**src/rtl/reg_wb_queue_pkg.sv**
```systemverilog
// Shared types for the write-back queue and the register file it feeds.
package reg_wb_queue_pkg;

    localparam int REG_ADDR_W = 5;
    localparam int REG_DATA_W = 32;

    // One pending register write
    typedef struct packed {
        logic [REG_ADDR_W-1:0] addr;
        logic [REG_DATA_W-1:0] data;
    } wb_entry_t;

    // Result of a bypass lookup
    typedef struct packed {
        logic                  hit;
        logic [REG_DATA_W-1:0] data;
    } byp_t;

endpackage

```
**src/rtl/wb_fifo.sv**
```systemverilog
// Pending-write FIFO: storage, wrapping pointers, count, and a per-slot valid
// vector so the parent can search every queued entry for bypass.
module wb_fifo
    import reg_wb_queue_pkg::*;
#(
    parameter int DEPTH = 4,
    localparam int PTR_W = $clog2(DEPTH),
    localparam int CNT_W = PTR_W + 1
) (
    input  logic                  clk,
    input  logic                  rst_n,
    input  logic                  i_push,
    input  wb_entry_t             i_entry,
    input  logic                  i_pop,
    output wb_entry_t             o_head,
    output logic [CNT_W-1:0]      o_count,
    output logic [PTR_W-1:0]      o_rd_ptr,
    output logic [DEPTH-1:0]      o_valid,
    output wb_entry_t [DEPTH-1:0] o_mem
);

    wb_entry_t [DEPTH-1:0] r_mem;
    logic [PTR_W-1:0]      r_wr_ptr;
    logic [PTR_W-1:0]      r_rd_ptr;
    logic [CNT_W-1:0]      r_count;
    logic [DEPTH-1:0]      r_valid;

    // Entry storage; contents are qualified by r_valid so it is never cleared
    always_ff @(posedge clk) begin
        if (i_push) begin
            r_mem[r_wr_ptr] <= i_entry;
        end
    end

    // Pointers, count and valid bits; pointers wrap naturally since DEPTH is a power of two
    always_ff @(posedge clk or negedge rst_n) begin
        if (!rst_n) begin
            r_wr_ptr <= '0;
            r_rd_ptr <= '0;
            r_count  <= '0;
            r_valid  <= '0;
        end else begin
            if (i_pop) begin
                r_rd_ptr          <= r_rd_ptr + 1'b1;
                r_valid[r_rd_ptr] <= 1'b0;
            end
            if (i_push) begin
                r_wr_ptr          <= r_wr_ptr + 1'b1;
                r_valid[r_wr_ptr] <= 1'b1;
            end
            case ({i_push, i_pop})
                2'b10:   r_count <= r_count + 1'b1;
                2'b01:   r_count <= r_count - 1'b1;
                default: r_count <= r_count;
            endcase
        end
    end

    assign o_head   = r_mem[r_rd_ptr];
    assign o_count  = r_count;
    assign o_rd_ptr = r_rd_ptr;
    assign o_valid  = r_valid;
    assign o_mem    = r_mem;

endmodule

```
**src/rtl/reg_wb_queue.sv**
```systemverilog
// Write-back queue in front of the register file. Results are buffered in a
// FIFO, drained one per cycle through a registered output stage, and every
// pending value is visible to the read ports through a combinational bypass.
module reg_wb_queue
    import reg_wb_queue_pkg::*;
#(
    parameter int DEPTH        = 4,
    parameter bit DISCARD_ZERO = 1'b1,
    localparam int PTR_W = $clog2(DEPTH),
    localparam int CNT_W = PTR_W + 1
) (
    input  logic                  clk,
    input  logic                  rst_n,
    input  logic                  wb_valid,
    output logic                  wb_ready,
    input  logic [REG_ADDR_W-1:0] wb_addr,
    input  logic [REG_DATA_W-1:0] wb_data,
    output logic                  reg_wr,
    output logic [REG_ADDR_W-1:0] reg_write_addr,
    output logic [REG_DATA_W-1:0] reg_din,
    input  logic [REG_ADDR_W-1:0] reg_addr1,
    input  logic [REG_ADDR_W-1:0] reg_addr2,
    output logic                  byp_hit_1,
    output logic                  byp_hit_2,
    output logic [REG_DATA_W-1:0] byp_data_1,
    output logic [REG_DATA_W-1:0] byp_data_2,
    output logic [CNT_W-1:0]      occupancy
);

    wb_entry_t             w_in_entry;
    wb_entry_t             w_head;
    wb_entry_t [DEPTH-1:0] w_mem;
    logic [DEPTH-1:0]      w_valid;
    logic [PTR_W-1:0]      w_rd_ptr;
    logic [CNT_W-1:0]      w_count;
    logic                  w_accept;
    logic                  w_push;
    logic                  w_pop;
    byp_t                  w_byp1;
    byp_t                  w_byp2;

    logic                  r_reg_wr;
    wb_entry_t             r_out;

    // Ready looks only at the registered count so it never depends on wb_valid
    assign wb_ready   = (w_count < CNT_W'(DEPTH));
    assign w_accept   = wb_valid && wb_ready;
    // Writes to r0 finish the handshake but never enter the queue
    assign w_push     = w_accept && !(DISCARD_ZERO && (wb_addr == '0));
    // The register file never stalls, so the head drains every cycle it exists
    assign w_pop      = (w_count != '0);
    assign w_in_entry = '{addr: wb_addr, data: wb_data};

    wb_fifo #(
        .DEPTH (DEPTH)
    ) u_fifo (
        .clk      (clk),
        .rst_n    (rst_n),
        .i_push   (w_push),
        .i_entry  (w_in_entry),
        .i_pop    (w_pop),
        .o_head   (w_head),
        .o_count  (w_count),
        .o_rd_ptr (w_rd_ptr),
        .o_valid  (w_valid),
        .o_mem    (w_mem)
    );

    // Output stage: one registered write strobe per popped entry; addr/data hold when idle
    always_ff @(posedge clk or negedge rst_n) begin
        if (!rst_n) begin
            r_reg_wr <= 1'b0;
            r_out    <= '0;
        end else begin
            r_reg_wr <= w_pop;
            if (w_pop) begin
                r_out <= w_head;
            end
        end
    end

    // Newest pending value for a read address. Walking oldest to youngest and
    // letting later matches overwrite gives the same answer as a youngest-first
    // search; the output stage is the oldest of all, so it is checked first.
    function automatic byp_t lookup(
        input logic [REG_ADDR_W-1:0] ra,
        input wb_entry_t [DEPTH-1:0] mem,
        input logic [DEPTH-1:0]      vld,
        input logic [PTR_W-1:0]      rd_ptr,
        input logic                  out_v,
        input wb_entry_t             out_e
    );
        byp_t             res;
        logic [PTR_W-1:0] idx;
        res = '0;
        if (out_v && (out_e.addr == ra)) begin
            res = '{hit: 1'b1, data: out_e.data};
        end
        for (int i = 0; i < DEPTH; i++) begin
            idx = rd_ptr + PTR_W'(i);
            if (vld[idx] && (mem[idx].addr == ra)) begin
                res = '{hit: 1'b1, data: mem[idx].data};
            end
        end
        if (DISCARD_ZERO && (ra == '0)) begin
            res = '0;
        end
        return res;
    endfunction

    // Bypass search for both read ports
    always_comb begin
        w_byp1 = lookup(reg_addr1, w_mem, w_valid, w_rd_ptr, r_reg_wr, r_out);
        w_byp2 = lookup(reg_addr2, w_mem, w_valid, w_rd_ptr, r_reg_wr, r_out);
    end

    assign reg_wr         = r_reg_wr;
    assign reg_write_addr = r_out.addr;
    assign reg_din        = r_out.data;
    assign byp_hit_1      = w_byp1.hit;
    assign byp_data_1     = w_byp1.data;
    assign byp_hit_2      = w_byp2.hit;
    assign byp_data_2     = w_byp2.data;
    assign occupancy      = w_count;

endmodule
```
**config.mk**
```make
export PLATFORM = sky130hd
export DESIGN_NAME = reg_wb_queue
export DESIGN_NICKNAME = d
export VERILOG_FILES = /design/src/rtl/reg_wb_queue_pkg.sv /design/src/rtl/wb_fifo.sv /design/src/rtl/reg_wb_queue.sv
export SDC_FILE = /design/constraint.sdc
export NUM_CORES = 1
export LEC_CHECK = 0
export BUFFER_PORTS_ARGS = -buffer_cell sky130_fd_sc_hd__buf_2
export CORE_ASPECT_RATIO = 2
export CORE_MARGIN = 4
export CORE_UTILIZATION = 30
export DETAILED_ROUTE_END_ITERATION = 10
export GPL_TIMING_DRIVEN = 0
export SLEW_MARGIN = 20
export SYNTH_ARGS = -nofsm -noshare
export SYNTH_HDL_FRONTEND = slang
export SYNTH_HIERARCHICAL = 1
export SYNTH_SLANG_ARGS = --single-unit
export TNS_END_PERCENT = 100
```
**constraint.sdc**
```tcl
create_clock -name clk -period 3.5 [get_ports clk]
set_clock_uncertainty 0.1 [all_clocks]
set_input_delay 0.7 -clock clk [delete_from_list [all_inputs] [get_ports clk]]
set_output_delay 0.7 -clock clk [all_outputs]
set_load 0.02 [all_outputs]
```
# Word level (Yosys, flattened, before mapping)
# Index checks and enable logic that the tools add are counted.
word_totals:
  register_bits: 197
  output_inout_bits: 108
  in_bits: 50
  elab_cells: 102
classes:
  muxes: 38
  n_reduce_logical: 20
  bitwise: 3
  n_addsub: 6
  magnitude_cmp: 8
  eq_ne: 12
op_table:
  columns: ["operator", "n"]
  rows:
  - ["$mux 33", 12]
  - ["$bmux 37 s2", 4]
  - ["$mux 37", 5]
  - ["$bwmux 148", 1]
  - ["$demux 37 s2", 1]
  - ["$eq 5x5->1", 10]
  - ["$logic_not 5->1", 3]
  - ["$lt 2x3->1 const B", 5]
  - ["$logic_and 1x1->1", 14]
  - ["$bmux 1 s2", 4]
  - ["$mux 4", 2]
  - ["$mux 1", 6]
  - ["$pmux 3 s2", 1]
  - ["$add 2x1->2 const B", 2]
  - ["$add 2x2->2 const B", 2]
  - ["$and 4x4->4", 1]
  - ["$demux 1 s2", 2]
  - ["$ge 2x1->1 const B", 2]
  - ["$not 4->4", 1]
  - ["$or 4x4->4", 1]
  - ["$add 3x1->3 const B", 1]
  - ["$lt 3x3->1 const B", 1]
  - ["$reduce_bool 3->1", 1]
  - ["$sub 3x1->3 const B", 1]
  - ["4 further kinds", 4]

# Logic depth before layout (Yosys ltp)
logic_depth:
  word_depth: 9
  depth_mapped: 14
  depth_no_buf: 8

# Modules after synthesis
# The synthesis kept the hierarchy.
by_module_without_submodules:
  columns: ["module", "cells_per_inst", "seq_area_each_um2", "instances", "area_per_inst_um2"]
  rows:
  - ["reg_wb_queue", 1207, 950.9, 1, 9744.3]
  - ["wb_fifo", 242, 4719.5, 1, 5906.9]

# Worst setup path after synthesis
# Ideal clock, no wire load.
synth_path:
  path_kind: "input to output"
  startpoint: "input reg_addr2[4]"
  endpoint: "output byp_data_2[6]"
  t_required_ns: 2.700
  arrival_time_ns: 3.096
  n_path_buf: 3
  slack_ns: -0.396
  stages: 8
  path_cell_list: "buf_2 > mux4_2 > a221o_1 > and3_1 > buf_2 > buf_6 > o221a_1 > o31ai_1"
synth_via:
  elab_chain_cells: 8
  elab_cells_between_ends: 17
  cone_classes: "eq/ne: 5; mux: 6; reduce/logical: 6"
synth_lines:
  columns: ["element", "line_no", "source"]
  rows:
  - ["start: declaration", "reg_wb_queue.sv:22", "input logic [REG_ADDR_W-1:0] reg_addr2,"]
  - ["$eq 5x5->1", "reg_wb_queue.sv:96", "if (out_v && (out_e.addr == ra)) begin"]
  - ["$logic_and 1x1->1", "reg_wb_queue.sv:96", null]
  - ["$mux 33", "reg_wb_queue.sv:96", null]
  - ["$mux 33 (4 in a row)", "reg_wb_queue.sv:101", "if (vld[idx] && (mem[idx].addr == ra)) begin"]
  - ["$mux 33 *", "reg_wb_queue.sv:105", "if (DISCARD_ZERO && (ra == '0)) begin"]
  - ["end: declaration", "reg_wb_queue.sv:26", "output logic [REG_DATA_W-1:0] byp_data_2,"]
# Mark *: on every way between the ends. The rest lies on a longest branch, timed or not.

# Worst setup path in the final report
layout_path:
  startpoint: "register u_fifo.r_rd_ptr[1], in the netlist u_fifo/o_rd_ptr[1]"
  endpoint: "output byp_data_1[12]"
layout_via:
  elab_chain_cells: 9
  elab_cells_between_ends: 32
  cone_classes: "add/sub: 3; eq/ne: 4; mux: 21; reduce/logical: 4"
layout_lines:
  columns: ["element", "line_no", "source"]
  rows:
  - ["start: declaration", "wb_fifo.sv:24", "logic [PTR_W-1:0] r_rd_ptr;"]
  - ["start signal: assignment", "wb_fifo.sv:44", "r_rd_ptr <= r_rd_ptr + 1'b1;"]
  - ["$add 2x1->2 or $bmux 37 s2 (tied branches)", "reg_wb_queue.sv:100, reg_wb_queue.sv:101, reg_wb_queue.sv:102", null]
  - ["$bmux 37 s2 or $mux 37 (tied branches)", "reg_wb_queue.sv:101, reg_wb_queue.sv:102", null]
  - ["$mux 37 (not written as such) or $eq 5x5->1 (tied branches)", "reg_wb_queue.sv:102, reg_wb_queue.sv:101", null]
  - ["$eq 5x5->1 or $logic_and 1x1->1 (tied branches)", "reg_wb_queue.sv:101", null]
  - ["$logic_and 1x1->1 or $mux 33 (tied branches)", "reg_wb_queue.sv:101", null]
  - ["$mux 33 (2 in a row)", "reg_wb_queue.sv:101", null]
  - ["$mux 33 *", "reg_wb_queue.sv:101", null]
  - ["$mux 33 *", "reg_wb_queue.sv:105", null]
  - ["end: declaration", "reg_wb_queue.sv:25", "output logic [REG_DATA_W-1:0] byp_data_1,"]
# Mark *: on every way between the ends. The rest lies on a longest branch, timed or not. The select of a mux whose other input is x is not followed.

==> impl_metrics.json <==
{
  "fin_util": 0.416,
  "synthFlopType": "edfxtp_1",
  "hp-class": "in2async",
  "dpl_worst_slack_ns": -1.33,
  "path_clk_slew_ns": 0.09,
  "combPwrFrac": 0.698,
  "power_frac_clock": 0.108,
  "remaining_drc_errors": 4,
  "yosys_warnings": 6,
  "slowest_stage": "dfrtp_1",
  "firstDrtPassIters": 9,
  "min_period_over_period": 1.26,
  "start_util": 0.303,
  "slew_headroom": 0.260,
  "synth_compound_area_frac": 0.168,
  "antenna_left": 0,
  "grt_pass1_vias": 15197,
  "synth_xor_area_frac": 0.0341,
  "port_buffers": 147,
  "grt_pass1_wl_um": 103000,
  "reg2reg_depth": 9,
  "drt_iter0_markers": 1359,
  "peakVddDrop_v": 0.000403,
  "crit_chain": "buf_6 > buf_12 > buf_12 > buf_12 > mux2i_4 > xor2_1 > nand4_1 > buf_4 > a211o_4 > buf_12 > buf_16 > a221oi_4 > o311ai_4 > buf_6",
  "synth_edf_count": 148,
  "cts_tree": "done",
  "synth.distinct_cells": 71,
  "dp_hpwl_um": 53200,
  "power.density_mw_per_mm2": 887,
  "syn_area_per_cell_um2": 10.8,
  "p_sw_frac": 0.502,
  "syn_inst": 1449,
  "r2r-start": "u_fifo/o_count[2]",
  "rsz0062_at_grt": "true",
  "p_leak_uw": 0.00769,
  "dieHeight_um": 331,
  "violations": "DRC, setup timing",
  "clock_sinks": 197,
  "finalHoldViolCount": 0,
  "ff2ff_setup_slack_ns": 0.24,
  "min_period_ns": 4.41,
  "antenna_found_initial": 8,
  "internal-power_uw": 9500,
  "ios": 158,
  "grt_use_total": 0.254,
  "wire_per_inst_um": 31.1,
  "r2r_end": "u_fifo/o_count[2]",
  "grt_max_degree": 32,
  "finalMaxSlewViolations": 0,
  "critPathLaunchType": "flip-flop",
  "insertion_delay_ns": 0.50,
  "slowest_delay_ns": 0.39,
  "core-area_mm2": 0.0517,
  "overflow": 0,
  "worstMarginPinSlew_ns": 1.11,
  "cts_made_buffers": 17,
  "fmax_mhz": 227,
  "die_area_mm2": 0.0561,
  "synth_top_family_by_area": "multiplexers",
  "synth_nets": 1509,
  "maxCapViolCount": 0,
  "clockBufferDepth": 2,
  "synthesis.area_mm2": 0.0157,
  "cpMostUsedCell": "buf_12",
  "finalNetCount": 1747,
  "setup_viol": 66,
  "via_per_inst": 6.22,
  "htreeDepth": 4,
  "gp_congestion": 0.992,
  "finalSetupTns_ns": -53.16,
  "drive_above_1_share": 0.433,
  "rows": 118,
  "cp.arrival_ns": 3.61,
  "fill_cells": 4897,
  "switchingPower_uw": 9570,
  "syn_to_final_growth_pct": 37.4,
  "synthAdderAreaFrac": 0.00847,
  "end_kind": "output pin",
  "worstSetupPathType": "reg2out",
  "seqPwrFrac": 0.194,
  "synthArstFlopShare": 0.249,
  "worst-path-max-fanout": 8,
  "seq_area_frac_synth": 0.362,
  "required_ns": 2.70,
  "cts_root_buffer": "clkbuf_16",
  "dieWidth_um": 170,
  "synth-seq-cells": 197,
  "num_vias": 14692,
  "fin_ws_ns": -0.909,
  "wl_um": 73500,
  "synth-simple-area-share": 0.165,
  "status": "complete, but fails checks",
  "muxShareOfSynthArea": 0.208
}
## layer usage
metal | vias to the layer above | part of all wire | GRT usage
li1 | 6107 | - | -
met1 | 7265 | 0.33 | 0.263
met2 | 944 | 0.51 | 0.448
met3 | 368 | 0.064 | 0.0435
met4 | 8 | 0.096 | 0.203
met5 | - | 0.00056 | 0
## layout make-up
type	instances	area [um2]	area share
multi-input combinational	1099	11000	0.513
clock buffer	18	450	0.0209
clock inverter	14	150	0.00698
antenna	3	7.51	0.000349
inverter	9	33.8	0.00157
timing repair buffer	221	1980	0.0919
sequential	197	5670	0.264
tap	660	826	0.0384
buffer	142	1350	0.0629
## logic make-up (layout without fill, tap and decap cells)
kind of cell             count (synthesis)  after routing
other                                    0              3
adder cells (fa/ha/maj)                 10             10
XOR/XNOR                                57             57
AND/OR/NAND/NOR                        519            519
buffers and inverters                  153            404
flip-flops                             197            197
multiplexers                           217            217
AO/OA/AOI/OAI                          296            296
## cell usage in the layout (no fill, tap or decap), types with 41 or more instances in the layout
cell,instances
buf_2,100
nand4_1,41
and2_1,70
buf_6,70
buf_4,82
mux4_2,76
nand2_1,148
nor2_1,119
dfrtp_1,48
a21oi_1,53
mux2_2,67
edfxtp_1,148
mux2i_1,64
## worst max-delay path by stage
stage | startpoint | to | slack, ns | depth (start not counted)
5_1_grt | u_fifo/o_rd_ptr[1] | byp_data_1[12] | -0.94 | 14
3_3_place_gp | u_fifo/o_rd_ptr[0] | byp_data_2[12] | -1.28 | 12
2_1_floorplan | u_fifo/o_rd_ptr[1] | byp_data_1[1] | -0.08 | 11
3_5_place_dp | u_fifo/o_rd_ptr[0] | byp_data_2[13] | -1.33 | 12
6_report | u_fifo/o_rd_ptr[1] | byp_data_1[12] | -0.91 | 14
4_1_cts | u_fifo/o_rd_ptr[0] | byp_data_2[13] | -0.85 | 12
## what timing repair did
action,4_1_cts,5_1_grt
hold buffers,0,0
setup endpoints to repair,69,66
cloned,4,3
pin swaps,63,32
gates resized for setup,387,92
buffers inserted,50,11
## power groups by stage
stage                     combinational, uW  clock [uW]  sequential, uW
after global routing                  13800        2160            3750
after CTS                             12700        2090            3680
final                                 13300        2060            3700
after detailed placement              11000           0            3720
after floorplan                        7030           0            3780
after global placement                10800           0            3720
## worst max-delay path: cells and delay by family (launching register included)
family / cells / cell delay, ns
compound gates: 3 / 0.81
xor+xnor: 1 / 0.17
buf+inv: 8 / 1.23
flops: 1 / 0.39
mux: 1 / 0.30
simple gates: 1 / 0.19
## per-stage QoR
step / std cells / area, um2 / total power (uW) / hold WS (ns)
floorplan: 1449 / 16200 / 10800 / 0.304
global placement: 2256 / 17800 / 14500 / 0.404
detailed placement: 2262 / 17900 / 14700 / 0.422
CTS: 2347 / 20900 / 18500 / 0.0410
global route: 2360 / 21500 / 19700 / 0.0535
finish: 2363 / 21500 / 19100 / 0.0310
## state kept, by name (all words and copies together) (netlist names)
| name | count |
|---|---|
| u_fifo/o_count | 3 |
| reg_din | 32 |
| u_fifo/o_rd_ptr | 2 |
| u_fifo/o_valid | 4 |
| reg_wr | 1 |
| u_fifo/r_wr_ptr | 2 |
| reg_write_addr | 5 |
| u_fifo/o_mem | 148 |
## cells in the mapped netlist (19+ instances only)
cell | number | area share
o31ai_2 | 19 | 0.015
buf_2 | 30 | 0.0096
clkbuf_1 | 68 | 0.016
xor2_1 | 30 | 0.017
nand2_1 | 149 | 0.036
nor2_1 | 123 | 0.029
edfxtp_1 | 148 | 0.28
a32oi_1 | 32 | 0.018
mux2_2 | 68 | 0.049
o221a_1 | 26 | 0.019
nand2b_1 | 35 | 0.014
nand4_1 | 41 | 0.016
and2_1 | 75 | 0.030
o311ai_1 | 30 | 0.017
o311a_1 | 24 | 0.015
mux2i_1 | 69 | 0.044
buf_6 | 19 | 0.014
o21ai_0 | 31 | 0.0099
mux4_2 | 75 | 0.11
xnor2_1 | 24 | 0.013
dfrtp_1 | 49 | 0.078
a221oi_2 | 29 | 0.028
a21oi_1 | 54 | 0.017
nor2b_1 | 28 | 0.011
nor3_1 | 37 | 0.012
No activity file was read; power rests on OpenSTA's default activity.
